--- config.mk ---
export PLATFORM = sky130hd
export DESIGN_NAME = irrigation_zone_ctrl
export DESIGN_NICKNAME = d
export VERILOG_FILES = /design/src/rtl/irrigation_zone_ctrl.sv
export SDC_FILE = /design/constraint.sdc
export NUM_CORES = 1
export LEC_CHECK = 0
export ABC_AREA = 1
export BUFFER_PORTS_ARGS = -buffer_cell sky130_fd_sc_hd__buf_4
export CORE_ASPECT_RATIO = 2
export CORE_UTILIZATION = 64
export CTS_CLUSTER_DIAMETER = 120
export CTS_CLUSTER_SIZE = 12
export DETAILED_ROUTE_END_ITERATION = 10
export GPL_TIMING_DRIVEN = 0
export PLACE_DENSITY = 0.87
export SYNTH_ARGS = -nofsm -noshare
export SYNTH_HDL_FRONTEND = slang
export SYNTH_SLANG_ARGS = --single-unit
--- constraint.sdc ---
create_clock -name clk -period 7.7 [get_ports clk]
set_clock_uncertainty 0.1 [all_clocks]
set_input_delay 0.77 -clock clk [delete_from_list [all_inputs] [get_ports clk]]
set_output_delay 0.77 -clock clk [all_outputs]
set_load 0.02 [all_outputs]
--- src/rtl/irrigation_zone_ctrl.sv ---
// Multi-zone irrigation controller: per-zone hysteresis FSMs with timed water/rest
// bursts, a shared pump granted round-robin to one zone at a time, and dry-fault latch.
module irrigation_zone #(
  parameter int SENSOR_W    = 8,
  parameter int LOW_TH      = 64,
  parameter int HIGH_TH     = 96,
  parameter int ON_CYCLES   = 20,
  parameter int REST_CYCLES = 20,
  parameter int MAX_BURSTS  = 3,
  parameter int CNT_W       = 8
) (
  input  logic                clk,
  input  logic                reset,
  input  logic                enable,
  input  logic [SENSOR_W-1:0] reading,
  input  logic                grant,
  input  logic                fault_clr,
  output logic                req,
  output logic                water,
  output logic                fault,
  output logic                active
);
  localparam int BW = (MAX_BURSTS > 1) ? $clog2(MAX_BURSTS + 1) : 1;

  typedef enum logic [2:0] {S_IDLE, S_REQ, S_WATER, S_REST, S_FAULT} state_t;

  state_t           state;
  logic [CNT_W-1:0] timer;
  logic [BW-1:0]    bursts;
  logic             dry, wet;

  assign dry    = int'(reading) < LOW_TH;
  assign wet    = int'(reading) >= HIGH_TH;
  // Only a request that will actually take the grant this edge competes for the pump.
  assign req    = (state == S_REQ) && enable && !wet;
  assign water  = (state == S_WATER);
  assign fault  = (state == S_FAULT);
  assign active = (state == S_REQ) || (state == S_WATER) || (state == S_REST);

  always_ff @(posedge clk) begin
    if (reset) begin
      state  <= S_IDLE;
      timer  <= '0;
      bursts <= '0;
    end else begin
      case (state)
        S_IDLE:
          if (enable && dry) state <= S_REQ;
        S_REQ:
          if (!enable || wet) state <= S_IDLE;
          else if (grant) begin
            state <= S_WATER;
            timer <= CNT_W'(ON_CYCLES);
          end
        S_WATER:
          if (!enable) state <= S_IDLE;
          else if (wet) begin
            state  <= S_IDLE;
            bursts <= '0;
          end else if (timer == CNT_W'(1)) begin
            if (int'(bursts) + 1 == MAX_BURSTS) state <= S_FAULT;
            else begin
              state  <= S_REST;
              bursts <= bursts + 1'b1;
              timer  <= CNT_W'(REST_CYCLES);
            end
          end else timer <= timer - 1'b1;
        S_REST:
          if (wet) begin
            state  <= S_IDLE;
            bursts <= '0;
          end else if (timer == CNT_W'(1)) state <= enable ? S_REQ : S_IDLE;
          else timer <= timer - 1'b1;
        S_FAULT:
          if (fault_clr) begin
            state  <= S_IDLE;
            bursts <= '0;
          end
        default: state <= S_IDLE;
      endcase
    end
  end
endmodule

module irrigation_zone_ctrl #(
  parameter int N_ZONES     = 4,
  parameter int SENSOR_W    = 8,
  parameter int LOW_TH      = 64,
  parameter int HIGH_TH     = 96,
  parameter int ON_CYCLES   = 20,
  parameter int REST_CYCLES = 20,
  parameter int MAX_BURSTS  = 3,
  parameter int CNT_W       = 8
) (
  input  logic                        clk,
  input  logic                        reset,
  input  logic                        enable,
  input  logic [N_ZONES*SENSOR_W-1:0] sensor,
  input  logic [N_ZONES-1:0]          fault_clr,
  output logic [N_ZONES-1:0]          valve,
  output logic                        pump,
  output logic [N_ZONES-1:0]          zone_fault,
  output logic                        busy
);
  localparam int PTR_W = (N_ZONES > 1) ? $clog2(N_ZONES) : 1;

  logic [N_ZONES-1:0] req_v, water_v, active_v, grant;
  logic [PTR_W-1:0]   ptr, gnt_idx;
  logic               gnt_found;

  for (genvar i = 0; i < N_ZONES; i++) begin : g_zone
    irrigation_zone #(
      .SENSOR_W(SENSOR_W), .LOW_TH(LOW_TH), .HIGH_TH(HIGH_TH),
      .ON_CYCLES(ON_CYCLES), .REST_CYCLES(REST_CYCLES),
      .MAX_BURSTS(MAX_BURSTS), .CNT_W(CNT_W)
    ) u_zone (
      .clk      (clk),
      .reset    (reset),
      .enable   (enable),
      .reading  (sensor[i*SENSOR_W +: SENSOR_W]),
      .grant    (grant[i]),
      .fault_clr(fault_clr[i]),
      .req      (req_v[i]),
      .water    (water_v[i]),
      .fault    (zone_fault[i]),
      .active   (active_v[i])
    );
  end

  assign valve = water_v;
  assign pump  = |water_v;
  assign busy  = |active_v;

  // No grant while any zone holds the pump: forces a one-cycle gap between zones.
  always_comb begin
    gnt_found = 1'b0;
    gnt_idx   = '0;
    grant     = '0;
    if (!(|water_v)) begin
      for (int j = 0; j < N_ZONES; j++) begin
        if (!gnt_found && req_v[(int'(ptr) + j) % N_ZONES]) begin
          gnt_found = 1'b1;
          gnt_idx   = PTR_W'((int'(ptr) + j) % N_ZONES);
        end
      end
    end
    grant[gnt_idx] = gnt_found;
  end

  always_ff @(posedge clk) begin
    if (reset) ptr <= '0;
    else if (gnt_found)
      ptr <= (int'(gnt_idx) == N_ZONES - 1) ? '0 : gnt_idx + 1'b1;
  end
endmodule
=== Yosys cells after proc, flatten, opt, wreduce, memory -nomap -nowiden ===
Cells that the tools add are included.

* Add/subtract/negate cells: 16
* $lt $le $gt $ge: 14
* Equality and inequality tests: 85
* Mux-type cells: 136
* Bitwise operators: 4
* Reductions and logical operators: 65

{| class="wikitable"
|+ Operator list
! cell !! number
|-
| $mux W8 || 32
|-
| $eq A32 B3 Y1 const B || 4
|-
| $mux W3 || 40
|-
| $pmux W8 S3 || 4
|-
| $mux W2 || 30
|-
| $pmux W3 S5 || 4
|-
| $ne A2 B2 Y1 const B || 28
|-
| $ne A3 B3 Y1 const B || 16
|-
| $eq A8 B1 Y1 const B || 4
|-
| $ge A8 B7 Y1 const B || 4
|-
| $lt A8 B7 Y1 const B || 4
|-
| $reduce_and A8 Y1 || 4
|-
| $sub A8 B1 Y8 const B || 4
|-
| $eq A3 B2 Y1 const B || 8
|-
| $pmux W2 S3 || 4
|-
| $reduce_and A6 Y1 || 4
|-
| $reduce_bool A3 Y1 || 8
|-
| $reduce_and A5 Y1 || 4
|-
| $mux W1 || 17
|-
| $logic_and A1 B1 Y1 || 16
|-
| $ne A2 B1 Y1 const B || 8
|-
| $ne A4 B4 Y1 const B || 4
|-
| $add A2 B1 Y2 const B || 6
|-
| $add A2 B1 Y3 const B || 4
|-
| 17 further kinds || 59
|}

* Flip-flop bits (word level): 54
* Input bits: 39

=== Logic depth before layout (Yosys ltp) ===
* Depth after elaboration: 27
* Depth in mapped cells: 21
* Gate-level depth less buffers: 21

=== Cells and area by module ===
Synthesis repeated with hierarchy kept, for this count alone.

* Cells, all modules: 775
* Area, all modules: 4698.3 um2

{| class="wikitable"
|+ By module, submodules not included
! module !! times used !! cells an instance !! area each (um2)
|-
| irrigation_zone at g_zone[0].u_zone ... || 2 || 168 || 1019.7
|-
| irrigation_zone at g_zone[3].u_zone || 1 || 173 || 1103.6
|-
| irrigation_zone at g_zone[2].u_zone || 1 || 173 || 1041.0
|-
| irrigation_zone_ctrl || 1 || 93 || 514.2
|}

=== Worst setup path after synthesis ===
OpenSTA, ideal clock, no wires.

* Path kind: input -> register
* Start: in enable
* End: reg g_zone[2].u_zone.timer[1]
* Setup time: 0.121 ns
* Arrival: 2.797 ns
* Required time: 7.479 ns
* Path slack: 4.683 ns
* Stages: 19
* Path buffers: 2
* Cell sequence: buf_4 nand3_1 nor2_1 nand2_1 nand2_1 o21ai_2 nand2_1 nor2_1 inv_1 o21ai_0 nand3_1 inv_1 ha_1 nand3_1 nand2_1 nand2_1 buf_2 o21ai_1 nor2_1

* Word-level cells in the longest chain between the ends: 25
* Elaborated cells on any way between the ends: 50
* Those cells by class: order compare: 2; eq/ne: 3; mux: 26; bitwise: 1; reduce/logical: 18

{| class="wikitable"
|+ Ends and longest elaborated chain
! what !! RTL line !! source
|-
| from (decl) || 97 || <nowiki>input logic enable,</nowiki>
|-
| $logic_and A1 B1 Y1 (2 in series) || 35 || <nowiki>assign req = (state == S_REQ) && enable && !wet;</nowiki>
|-
| $bmux W1 S2 || 141 || <nowiki>if (!gnt_found && req_v[(int'(ptr) + j) % N_ZONES]) begin</nowiki>
|-
| $mux W1 (implied by the code) || 141 ||
|-
| $mux W1 || 141 ||
|-
| $mux W1 || 139 || <nowiki>if (!(|water_v)) begin</nowiki>
|-
| $logic_not A1 Y1 || 141 ||
|-
| $logic_and A1 B1 Y1 || 141 ||
|-
| $mux W1 || 141 ||
|-
| [... 8 more ...] || -- ||
|-
| $mux W2 || 139 ||
|-
| $lt A2 B3 Y1 (implied by the code) / $ge A2 B1 Y1 (equally long branches) || 147 || <nowiki>grant[gnt_idx] = gnt_found;</nowiki>
|-
| $logic_and A1 B1 Y1 (implied by the code) || 147 ||
|-
| $mux W1 (implied by the code) || 147 ||
|-
| $demux W1 S2 || 147 ||
|-
| $and A4 B4 Y4 (no source line) || -- ||
|-
| $ne A2 B2 Y1 (no source line) || -- ||
|-
| $reduce_and A8 Y1 (no source line) (*) || -- ||
|-
| to (signal assigned) || 65 || <nowiki>timer <= CNT_W'(REST_CYCLES);</nowiki>
|-
| to (signal assigned) || 67 || <nowiki>end else timer <= timer - 1'b1;</nowiki>
|-
| to (signal assigned) || 73 || <nowiki>else timer <= timer - 1'b1;</nowiki>
|-
| to (decl) || 28 || <nowiki>logic [CNT_W-1:0] timer;</nowiki>
|}

Mark *: on every way between the ends. The rest lies on a longest branch, timed or not. The select of a mux whose other input is x is not followed.
A chain may end at the register's enable or synchronous reset.

=== Worst setup path in the final report ===
Ends and elaborated chain as after synthesis.

==> impl_metrics.tcl <==
set metrics [dict create \
    status "completed" \
    fin_crit_sh_pct 41.92 \
    worstSetupPathType "in -> reg" \
    tritoncts "built" \
    irDropWorstVdd_uv 309.8 \
    dp_slack_ns 4.249 \
    r2r_end "g_zone[2].u_zone.timer[1]" \
    synthFlopType "dfxtp_1" \
    yosysSeqAreaShare_pct 26.41 \
    gp_congestion 0.9500 \
    clk-insertion-delay-late_ns 0.30 \
    synth_area_sq_um 4093 \
    yosysMostFrequentCell "nand2_1" \
    grt_setup_unrepaired "false" \
    utilization_pct 75.20 \
    hold_buffers 0 \
    fmax_ghz 0.3098 \
    synth_area_leader_cell "dfxtp_1" \
    multiInputGateArea_sq_um 2567 \
    area.sequential_sq_um 1081 \
    hold_path_class "reg -> reg" \
    wl_per_cell_microns 14.92 \
    yosysTopAreaCellShare_pct 26.41 \
    synthTopCellsByCount "nand2_1, inv_1, nor2_1, dfxtp_1, nand3_1" \
    die_h_microns 115.1 \
    power-per-cell-area_nw_per_um2 446.0 \
    fp-row-count 40 \
    overflow 0 \
    syn2layout_area_growth_pct 12.20 \
    synth_edf_count 0 \
    clk_pin_slew_ns 0.07 \
    fin_tns_setup_ns 0 \
    grt_max_degree 17 \
    finalHoldViolCount 0 \
    relSlewSlack_pct 44.66 \
    cts_resized 0 \
    ant_nets 0 \
    drv_slew 0 \
    fp.dieW_microns 58.55 \
    gr-usage-all-layers_pct 34.41 \
    hpwl_mm 8.127 \
    timing.reg2reg.setup_slack_ns 4.71 \
    avgSynthCellArea_sq_um 6.720 \
    antenna_found_initial 0 \
    setup_viol 0 \
    leakagePower_nw 2.016 \
    synth_seq_cells 54 \
    endpoint "g_zone[2].u_zone.timer[1]" \
    start_util_pct 67.03 \
    drt-total-wl_mm 10.85 \
    route.detailed.drc 0 \
    cts_buffer_depth 2 \
    drt_first_iter_violations 270 \
    crit_fanout 10 \
    grt_first_pass_wirelength_mm 17.97 \
    coreArea_sq_um 6106 \
    drive_gt1_share_pct 13.69 \
    synth_cell_types 45 \
    viasPerCell 5.862 \
    grt_pass1_vias 4184 \
    h-tree-depth 2 \
    clk_root_buffer_cell "clkbuf_16" \
    cp-startpoint "enable" \
    drv_cap 0 \
    holdWs_ns 0.3505 \
    cp.arrival_ns 3.31 \
    numPortBuffers 26 \
    cp.required_ns 7.78 \
    fillCellCount 527 \
    rr_worst_depth 19 \
    cts_buffers 5 \
    r2r_start "g_zone[1].u_zone.state[2]" \
    synthCells 609 \
    tightest_slew_ns 0.8301 \
    dieArea_sq_um 6738 \
    clock_sinks 54 \
    num_vias 4262 \
    drtPass1Iterations 4 \
    nNetsFinal 697 \
    min_period_ns 3.228 \
    synthTopCellsByArea "dfxtp_1, nand2_1, inv_1" \
    layout_setup_ws_ns 4.472 \
    ios 49 \
    ys_warn_count 0 \
    postSynth.asyncResetShare_pct 0 \
    syn_nets 664 \
    start_kind "input pin" \
    postCtsSetupBuffers 0 \
    end_kind "flop" \
    diodes 0 \
]
placed cells by master (no fill, tap or decap), types with 10 or more instances in the layout:
cell	n
a21oi_1	48
nor3_1	16
buf_4	39
nor2_1	67
o21ai_0	31
inv_1	77
nand3_1	52
dfxtp_1	54
xnor2_1	10
ha_1	16
nand2_1	107
a211oi_1	20
xor2_1	14
through the flow:
stage               total power [mW]  area, sq um  instances
floorplan                      1.439         4093        609
global placement               1.677         4393        719
detailed placement             1.715         4393        719
CTS                            2.033         4592        727
global route                   2.213         4592        727
finish                         2.048         4592        727
registers in the layout, summed over array words and instances (netlist names):
name                  flops
g_zone.u_zone.state      12
g_zone.u_zone.bursts      8
g_zone.u_zone.timer      32
ptr                       2
worst min-delay path by stage:
stage / slack, ns / start / to / cells after the start
final: 0.35 / g_zone[1].u_zone.bursts[1] / g_zone[1].u_zone.bursts[1] / 2
after global routing: 0.38 / g_zone[1].u_zone.bursts[1] / g_zone[1].u_zone.bursts[1] / 2
after CTS: 0.35 / g_zone[1].u_zone.bursts[1] / g_zone[1].u_zone.bursts[1] / 2
after detailed placement: 0.34 / g_zone[1].u_zone.bursts[1] / g_zone[1].u_zone.bursts[1] / 2
after global placement: 0.34 / g_zone[3].u_zone.bursts[1] / g_zone[3].u_zone.bursts[1] / 2
after floorplan: 0.33 / g_zone[1].u_zone.bursts[1] / g_zone[1].u_zone.bursts[1] / 2
cell families (layout without fill, tap and decap cells):
group,Yosys count,in the layout,share of synthesized area [%]
compound gates,131,131,19.84
simple gates,279,279,32.86
buf+inv,105,139,10.85
fa+ha+maj,16,16,4.891
flops,54,54,26.41
xor+xnor,24,24,5.136
cell type report:
class	instances	share of cell area (%)
flip-flops and latches	54	23.54
clock inverters	2	1.308
well taps	84	2.289
clock buffers	6	3.025
repair buffers	26	4.251
plain buffers	20	2.725
multi-input cells	450	55.91
inverters	85	6.948
power by group:
group	internal [mW]	switching, mW
registers	0.364	0.0761
logic	0.461	0.844
clock network	0.195	0.107
critical path: stages:
cell and delay [ns]:
buf_4 0.16, nand3_1 0.16, nor2_1 0.09, nand2_1 0.08, nand2_1 0.06, o21ai_2 0.25, nand2_1 0.13, nor2_1 0.17
inv_1 0.07, o21ai_0 0.16, nand3_1 0.14, inv_1 0.12, ha_1 0.14, nand3_1 0.09, nand2_1 0.09, nand2_1 0.07
buf_2 0.19, o21ai_1 0.28, nor2_1 0.08
per-layer routing:
layer	wire length, microns	track usage [%]	up-vias
li1	-	-	2094
met1	3896	32.38	1975
met2	6000	66.36	146
met3	418	5.062	47
met4	531	21.11	0
met5	0	0	-
Power figures use the tool's default switching activity.
